**config.mk**
```make
export PLATFORM = sky130hd
export DESIGN_NAME = window_3x3_assembler
export DESIGN_NICKNAME = d
export VERILOG_FILES = /design/src/rtl/window_3x3_assembler.sv
export SDC_FILE = /design/constraint.sdc
export NUM_CORES = 1
export LEC_CHECK = 0
export BUFFER_PORTS_ARGS = -buffer_cell sky130_fd_sc_hd__buf_4
export CAP_MARGIN = 0
export CORE_MARGIN = 2
export CORE_UTILIZATION = 54
export CTS_BUF_LIST = sky130_fd_sc_hd__clkbuf_16
export DETAILED_ROUTE_END_ITERATION = 7
export GPL_ROUTABILITY_DRIVEN = 0
export PLACE_DENSITY = 0.91
export REMOVE_ABC_BUFFERS = 1
export SYNTH_ARGS = -nofsm -noshare
export SYNTH_HDL_FRONTEND = slang
export SYNTH_SLANG_ARGS = --single-unit
```
**constraint.sdc**
```tcl
create_clock -name clock -period 6.25 [get_ports clock]
set_input_delay 0.3125 -clock clock [delete_from_list [all_inputs] [get_ports clock]]
set_output_delay 0.3125 -clock clock [all_outputs]
set_load 0.02 [all_outputs]
```
**src/rtl/window_3x3_assembler.sv**
```systemverilog
// -----------------------------------------------------------------------------
// window_3x3_assembler
//
// Purpose:
//   Sits at the consumer end of a three-row line buffer. Each accepted pixel
//   strobe delivers one column of taps (rows r, r-1, r-2). This block shifts
//   that column into a 3x3 window, tracks the frame position, and flags only
//   windows that lie entirely inside the frame. It feeds the 3x3 kernels
//   (Sobel, Gaussian, NMS) of the edge-detection pipeline.
//
// Ports:
//   clock         in   system clock
//   reset         in   synchronous, active-high reset
//   clken         in   pixel strobe, taps valid this cycle
//   frame_start   in   high together with clken on pixel (0,0)
//   taps0x        in   pixel (r,   c)
//   taps1x        in   pixel (r-1, c)
//   taps2x        in   pixel (r-2, c)
//   m11..m33      out  window, mRC: R=1 oldest row, C=1 oldest column
//   matrix_valid  out  one-cycle flag per fully interior window
//   center_x      out  centre column of the valid window
//   center_y      out  centre row of the valid window
//   frame_done    out  one-cycle pulse after the last pixel of a frame
//   frame_err     out  sticky, frame_start seen in the middle of a frame
// -----------------------------------------------------------------------------
module window_3x3_assembler #(
  parameter int DATA_WIDTH = 8,
  parameter int IMG_WIDTH  = 640,
  parameter int IMG_HEIGHT = 480,
  parameter int XW         = $clog2(IMG_WIDTH),
  parameter int YW         = $clog2(IMG_HEIGHT)
) (
  input  logic                  clock,
  input  logic                  reset,
  input  logic                  clken,
  input  logic                  frame_start,
  input  logic [DATA_WIDTH-1:0] taps0x,
  input  logic [DATA_WIDTH-1:0] taps1x,
  input  logic [DATA_WIDTH-1:0] taps2x,
  output logic [DATA_WIDTH-1:0] m11,
  output logic [DATA_WIDTH-1:0] m12,
  output logic [DATA_WIDTH-1:0] m13,
  output logic [DATA_WIDTH-1:0] m21,
  output logic [DATA_WIDTH-1:0] m22,
  output logic [DATA_WIDTH-1:0] m23,
  output logic [DATA_WIDTH-1:0] m31,
  output logic [DATA_WIDTH-1:0] m32,
  output logic [DATA_WIDTH-1:0] m33,
  output logic                  matrix_valid,
  output logic [XW-1:0]         center_x,
  output logic [YW-1:0]         center_y,
  output logic                  frame_done,
  output logic                  frame_err
);

  localparam logic [XW-1:0] LAST_X = XW'(IMG_WIDTH - 1);
  localparam logic [YW-1:0] LAST_Y = YW'(IMG_HEIGHT - 1);

  typedef enum logic {
    S_IDLE,
    S_ACTIVE
  } state_t;

  state_t r_state;
  state_t w_state_nxt;

  logic [XW-1:0] r_col;
  logic [YW-1:0] r_row;

  logic          w_accept;
  logic          w_resync;
  logic [XW-1:0] w_x;
  logic [YW-1:0] w_y;
  logic          w_last;
  logic          w_interior;

  logic [DATA_WIDTH-1:0] r_win_p1 [3][3];
  logic                  r_vld_p1;
  logic [XW-1:0]         r_cx_p1;
  logic [YW-1:0]         r_cy_p1;
  logic                  r_done_p1;
  logic                  r_err;

  // FSM state register
  always_ff @(posedge clock) begin
    if (reset) begin
      r_state <= S_IDLE;
    end else begin
      r_state <= w_state_nxt;
    end
  end

  // FSM next-state logic
  always_comb begin
    w_state_nxt = r_state;
    case (r_state)
      S_IDLE:   if (w_accept) w_state_nxt = S_ACTIVE;
      S_ACTIVE: if (w_last)   w_state_nxt = S_IDLE;
      default:  w_state_nxt = S_IDLE;
    endcase
  end

  // FSM outputs: acceptance and position of the pixel on the taps this cycle.
  // A frame_start pixel is always (0,0), whether it opens a frame from IDLE
  // or forces a resync in the middle of one.
  always_comb begin
    w_accept   = clken && ((r_state == S_ACTIVE) || frame_start);
    w_resync   = clken && frame_start && (r_state == S_ACTIVE);
    w_x        = frame_start ? '0 : r_col;
    w_y        = frame_start ? '0 : r_row;
    w_last     = w_accept && (w_x == LAST_X) && (w_y == LAST_Y);
    w_interior = w_accept && (w_x >= XW'(2)) && (w_y >= YW'(2));
  end

  // Position counters point at the next pixel expected; they return to (0,0)
  // after the last pixel so an idle block is ready for the next frame.
  always_ff @(posedge clock) begin
    if (reset) begin
      r_col <= '0;
      r_row <= '0;
    end else if (w_accept) begin
      if (w_x == LAST_X) begin
        r_col <= '0;
        r_row <= (w_y == LAST_Y) ? '0 : w_y + YW'(1);
      end else begin
        r_col <= w_x + XW'(1);
        r_row <= w_y;
      end
    end
  end

  // Stage p1: window shift, column 3 takes the new taps (row 1 = oldest row)
  always_ff @(posedge clock) begin
    if (reset) begin
      for (int i = 0; i < 3; i++) begin
        for (int j = 0; j < 3; j++) begin
          r_win_p1[i][j] <= '0;
        end
      end
    end else if (w_accept) begin
      for (int i = 0; i < 3; i++) begin
        r_win_p1[i][0] <= r_win_p1[i][1];
        r_win_p1[i][1] <= r_win_p1[i][2];
      end
      r_win_p1[0][2] <= taps2x;
      r_win_p1[1][2] <= taps1x;
      r_win_p1[2][2] <= taps0x;
    end
  end

  // Stage p1: status and centre coordinates, aligned with the window
  always_ff @(posedge clock) begin
    if (reset) begin
      r_vld_p1  <= 1'b0;
      r_cx_p1   <= '0;
      r_cy_p1   <= '0;
      r_done_p1 <= 1'b0;
      r_err     <= 1'b0;
    end else begin
      r_vld_p1  <= w_interior;
      r_done_p1 <= w_last;
      r_err     <= r_err | w_resync;
      if (w_interior) begin
        r_cx_p1 <= w_x - XW'(1);
        r_cy_p1 <= w_y - YW'(1);
      end
    end
  end

  assign m11 = r_win_p1[0][0];
  assign m12 = r_win_p1[0][1];
  assign m13 = r_win_p1[0][2];
  assign m21 = r_win_p1[1][0];
  assign m22 = r_win_p1[1][1];
  assign m23 = r_win_p1[1][2];
  assign m31 = r_win_p1[2][0];
  assign m32 = r_win_p1[2][1];
  assign m33 = r_win_p1[2][2];

  assign matrix_valid = r_vld_p1;
  assign center_x     = r_cx_p1;
  assign center_y     = r_cy_p1;
  assign frame_done   = r_done_p1;
  assign frame_err    = r_err;

endmodule

```
==> impl_metrics.tcl, run 1 <==
set metrics [dict create \
    netlist_instances 453 \
    fin_crit_sh_pct 41.4 \
    synth_cell_types 53 \
    reg2reg_to "center_x[7]$_SDFFE_PP0P_" \
    seqPwrFrac_pct 43.9 \
    min-delay-start "taps1x[3]" \
    die_y_um 102 \
    syn_area_mm2 0.00514 \
    finClkSkew_ns 0.0112 \
    cts_tree "done" \
    fmax_mhz 387 \
    antenna_found_initial 0 \
    ys.warnings.count 0 \
    total_power_mw 1.95 \
    overflow 0 \
    final_common_cell "buf_4" \
    cts_sinks 114 \
    post-place-ws_ns 3.40 \
    detail_route.wl_per_cell_um 17.0 \
    maxCapViolations 0 \
    cts-resized-gates 0 \
    die_area_mm2 0.0103 \
    crit_path_start "frame_start" \
    fp.coreArea_mm2 0.00924 \
    grt_pass1_vias 3888 \
    grt.total_usage_pct 23.9 \
    syn2layout_area_growth_pct 28.9 \
    io-pin-count 122 \
    finalSetupViolations 0 \
    cts_made_buffers 17 \
    critPathCaptureType "flip-flop" \
    hold_viol 0 \
    peakVddDrop_mv 0.186 \
    post_cts_buffers 0 \
    reg2reg_from "r_col[0]$_SDFFE_PP0P_" \
    rows 35 \
    synth_edf_count 72 \
    period_needed_ns 2.59 \
    most-common-layout-cells "122 x buf_4, 73 x and2_1, 72 x edfxtp_1, 42 x dfxtp_1, 36 x nor2_1" \
    start_util_pct 55.7 \
    tns_ns 0 \
    h-tree-depth 4 \
    p_leak_nw 2.77 \
    rrSetupSlack_ns 3.67 \
    grt_max_degree 79 \
    crit_arrival_ns 2.85 \
    clock_path_buffers 2 \
    crit_path_end "r_row[2]$_SDFFE_PP0P_" \
    power_density_mw_per_mm2 293 \
    root_buffer "clkbuf_16" \
    synth_ff_type "edfxtp_1" \
    route.vias.total 3951 \
    status "finished, final reports clean" \
    holdBufCountCts 0 \
    finalWorstSetupSlack_ns 3.66 \
    ys_async_sr_fraction_pct 0 \
    first_pass_iters 6 \
    tightest_slew_ns 1.15 \
    yosysSeqAreaShare_pct 58.4 \
    drtIter0Drc 247 \
    grt_setup_unrepaired "no" \
    fp.dieW_um 102 \
    crit_fanout 27 \
    clk_latency_ns 0.41 \
    nets 598 \
    power_frac_comb_pct 8.4 \
    slew_viol_final 0 \
    swShare_pct 25.0 \
    p_sw_uw 486 \
    via_per_inst 5.60 \
    slew-limit-headroom_pct 22.9 \
    p_clk_share_pct 47.7 \
    grt_pass1_wl_um 18900 \
    wl_um 12000 \
    critPathKind "input pin to flip-flop" \
    syn_area_per_cell_um2 11.4 \
    hold_path.class "input pin to flip-flop" \
    startpoint_type "input pin" \
    p_int_mw 1.46 \
    layout-drive-gt1-share_pct 31.0 \
    diodes 0 \
    drc 0 \
    ant_nets 0 \
    place.port_buffers 121 \
    ff2ff_path_depth 7 \
    synth-seq-cells 114 \
    required_ns 6.51 \
    clkTransAtPathRegs_ns 0.06 \
    dp_hpwl_um 7920 \
]
## cell usage after synthesis, types with 6 or more instances
cell       n  area (um^2)
a211oi_2   6         75.1
a21oi_1   10         50.1
a31oi_1    7         43.8
and2_1    73          457
clkbuf_1  18         67.6
dfxtp_1   42          841
edfxtp_1  72         2160
ha_1       6         75.1
inv_1     10         37.5
nand2_1   31          116
nand3_1   13         65.1
nor2_1    37          139
nor2b_1    6         37.5
nor3_1    14         70.1
o21ai_0   17         85.1
xor2_1     6         52.6
## metrics by stage
stage	hold WS (ns)	cell area [um^2]	std cells	util, %
3_5_place_dp	0.452	6060	674	65.6
4_1_cts	0.172	6630	706	71.8
6_report	0.180	6630	706	71.8
5_1_grt	0.173	6630	706	71.8
3_3_place_gp	0.446	6060	674	65.6
2_1_floorplan	0.377	4970	423	-
## critical path, stage by stage
cell	delay [ns]
buf_4	0.20
inv_1	0.45
nand2_1	0.16
inv_1	0.11
ha_1	0.19
nand3_1	0.30
nor4_2	0.53
a21oi_1	0.15
o21ai_0	0.23
o21ai_0	0.19
## layer usage
layer	vias up	global-route usage, %	part of all wire (%)
li1	1851	-	-
met1	1855	27.6	38
met2	210	40.1	52
met3	35	7.18	7.4
met4	0	12.2	2.7
met5	-	0	0
## state kept, by name, summed over array words and instances (netlist names)
name,cells
r_win_p1,72
r_row,9
frame_err,1
center_x,10
r_col,10
center_y,9
r_state,1
matrix_valid,1
frame_done,1
## cell type report
cell class / count / area (um^2)
fill: 602 / 2610
clock buffer: 17 / 425
clock inverter: 15 / 146
inverter: 10 / 37.5
multi-input combinational: 299 / 1940
tap: 129 / 161
sequential: 114 / 3000
timing repair buffer: 122 / 916
## power by group through the flow
| stage | clock network, mW | registers (mW) | logic [mW] |
|---|---|---|---|
| after global routing | 0.970 | 0.859 | 0.174 |
| after detailed placement | 0 | 0.870 | 0.163 |
| after CTS | 0.932 | 0.855 | 0.164 |
| after floorplan | 0 | 0.910 | 0.0383 |
| final | 0.927 | 0.855 | 0.164 |
| after global placement | 0 | 0.867 | 0.159 |
## logic make-up after synthesis
| family | after synthesis | synth area share, % |
|---|---|---|
| adder cells (fa/ha/maj) | 6 | 1.46 |
| XOR/XNOR | 9 | 1.53 |
| AO/OA/AOI/OAI | 70 | 10.2 |
| buffers and inverters | 40 | 4.06 |
| AND/OR/NAND/NOR | 211 | 23.8 |
| flip-flops | 114 | 58.4 |
| multiplexers | 3 | 0.584 |
## worst min-delay path by stage
stage	endpoint	cells after the start
3_5_place_dp	center_x[4]$_SDFFE_PP0P_	2
5_1_grt	r_win_p1[0][29]$_SDFFCE_PN0P_	2
6_report	r_win_p1[0][27]$_SDFFCE_PN0P_	2
3_3_place_gp	center_x[4]$_SDFFE_PP0P_	2
2_1_floorplan	center_x[0]$_SDFFE_PP0P_	1
4_1_cts	r_win_p1[0][7]$_SDFFCE_PN0P_	2
Power figures use the tool's default switching activity.
==> run 2: changes to the inputs <==
--- a/config.mk
+++ b/config.mk
@@ -8,11 +8,11 @@
 export BUFFER_PORTS_ARGS = -buffer_cell sky130_fd_sc_hd__buf_4
 export CAP_MARGIN = 0
 export CORE_MARGIN = 2
-export CORE_UTILIZATION = 54
+export CORE_UTILIZATION = 48
 export CTS_BUF_LIST = sky130_fd_sc_hd__clkbuf_16
 export DETAILED_ROUTE_END_ITERATION = 7
 export GPL_ROUTABILITY_DRIVEN = 0
-export PLACE_DENSITY = 0.91
+export PLACE_DENSITY = 0.86
 export REMOVE_ABC_BUFFERS = 1
 export SYNTH_ARGS = -nofsm -noshare
 export SYNTH_HDL_FRONTEND = slang
==> constraint.sdc (replaced) <==
create_clock -name clock -period 2.05 [get_ports clock]
set_input_delay 0.1025 -clock clock [delete_from_list [all_inputs] [get_ports clock]]
set_output_delay 0.1025 -clock clock [all_outputs]
set_load 0.02 [all_outputs]
==> run 2 against run 1 <==
Compared with the run above:
- die area grew 12%
- critical path depth decreased by 2
- sequential share of layout area down 3.4 points
- routed wire length is 4.9% higher
- critical endpoint is now r_row[8]$_SDFFE_PP0P_
- critical path type is now flip-flop to flip-flop
- utilization fell by 2.6 points
- hold slack worse by 0.17 ns
- highest routed layer unchanged
- non-clock buffer count increased by 52
==> impl_metrics.tcl, run 2 (same netlist as run 1, synthesis figures left out) <==
set metrics [dict create \
    maxCapViolations 0 \
    post-place-ws_ns -0.0841 \
    drtIter0Drc 311 \
    slew_viol_final 0 \
    power_density_mw_per_mm2 839 \
    dp_hpwl_um 8380 \
    largest_reg_flops 72 \
    worstPathCellList "nand2_1 -> inv_1 -> ha_2 -> nand3_2 -> nor4_4 -> a21oi_2 -> a21oi_1 -> o21ai_0" \
    grt_pass1_wl_um 19100 \
    slew-limit-headroom_pct 68.5 \
    clkTransAtPathRegs_ns 0.05 \
    critPathSlowestCell "nor4_4" \
    route.vias.total 4117 \
    rows 37 \
    path_buf_inv 1 \
    startpoint_type "flip-flop" \
    fp.coreArea_mm2 0.0104 \
    antenna_found_initial 0 \
    fin_crit_sh_pct 96.8 \
    required_ns 2.33 \
    hold_viol 0 \
    period_needed_ns 1.99 \
    finClkSkew_ns 0.00662 \
    detail_route.wl_per_cell_um 16.4 \
    cts_tree "done" \
    peakVddDrop_mv 0.481 \
    ant_nets 0 \
    cts_sinks 114 \
    hold_path.class "input pin to flip-flop" \
    grt.total_usage_pct 21.6 \
    tns_ns 0 \
    place.port_buffers 121 \
    start_util_pct 49.6 \
    final_common_cell "buf_4" \
    diodes 0 \
    syn2layout_area_growth_pct 39.4 \
    fp.dieW_um 108 \
    die_y_um 108 \
    io-pin-count 122 \
    status "finished, final reports clean" \
    fmax_mhz 504 \
    largest-register "r_win_p1" \
    nets 650 \
    overflow 0 \
    tightest_slew_ns 0.467 \
    via_per_inst 5.38 \
    grt_setup_unrepaired "no" \
    crit_fanout 6 \
    critPathKind "flip-flop to flip-flop" \
    most-common-layout-cells "150 x buf_4, 73 x and2_1, 72 x edfxtp_1, 40 x dfxtp_1, 35 x nor2_1" \
    drc 0 \
    first_pass_iters 7 \
    crit_arrival_ns 2.27 \
    die_area_mm2 0.0116 \
    critPathTopFamily "simple AND/OR/NAND/NOR gates" \
    h-tree-depth 4 \
    layout-drive-gt1-share_pct 34.5 \
    critPathCaptureType "flip-flop" \
    grt_max_degree 58 \
    finalSetupViolations 0 \
    grt_pass1_vias 3858 \
    root_buffer "clkbuf_16" \
    finalWorstSetupSlack_ns 0.0646 \
    clk_latency_ns 0.40 \
    wl_um 12600 \
    p_leak_nw 3.03 \
    clock_path_buffers 2 \
    cts_made_buffers 17 \
    cpPeakStageDelay_ns 0.47 \
]
run 2: layer usage:
metal,wire (um),global-route usage [%]
met5,0,0
met4,324,9.25
met1,5150,26.8
met2,6280,35.7
met3,817,5.39
run 2: area by class of cell:
class / instances / area, um^2
clock buffers: 17 / 425
clock inverters: 15 / 159
fillers: 748 / 3200
inverters: 10 / 37.5
multi-input cells: 299 / 1990
flip-flops and latches: 114 / 3010
well taps: 136 / 170
repair buffers: 174 / 1390
run 2: final timing paths:
| check | from | end | slack [ns] | depth (start not counted) |
|---|---|---|---|---|
| worst max-delay path | r_row[1]$_SDFFE_PP0P_ | r_row[8]$_SDFFE_PP0P_ | 0.06 | 8 |
| worst min-delay path | taps1x[7] | r_win_p1[0][31]$_SDFFCE_PN0P_ | 0.007 | 2 |
| worst max register to register | r_row[1]$_SDFFE_PP0P_ | r_row[8]$_SDFFE_PP0P_ | 0.06 | 8 |
| worst min register to register | center_x[4]$_SDFFE_PP0P_ | center_x[4]$_SDFFE_PP0P_ | 0.46 | 2 |
run 2: worst register-to-register path, delay by kind of cell (launching register included):
family | cells | cell delay, ns
simple gates | 3 | 0.73
compound gates | 3 | 0.42
flops | 1 | 0.38
fa+ha+maj | 1 | 0.22
buf+inv | 1 | 0.11
run 2: metrics by stage:
step / util, % / hold slack [ns] / area, um^2 / total power [mW] / std cells
CTS: 68.5 / 0.00474 / 7100 / 6.06 / 761
global route: 69.2 / 0.00919 / 7170 / 6.20 / 765
finish: 69.2 / 0.00740 / 7170 / 6.02 / 765
floorplan: - / 0.167 / 4970 / 2.89 / 423
detailed placement: 60.6 / 0.384 / 6290 / 3.17 / 707
global placement: 60.6 / 0.380 / 6290 / 3.15 / 707
run 2: power breakdown:
group / internal, mW / switching, mW / total (mW)
logic: 0.246 / 0.316 / 0.563
clock network: 1.80 / 1.06 / 2.86
registers: 2.55 / 0.0451 / 2.60
total: 4.60 / 1.42 / 6.02
run 2: timing repair:
action                     in CTS  in global routing
hold buffers                   22                  0
pin swaps                       1                  3
setup endpoints to repair      20                 30
buffers inserted                0                  4
hold endpoints to repair       27                  0
resized for setup               3                 10
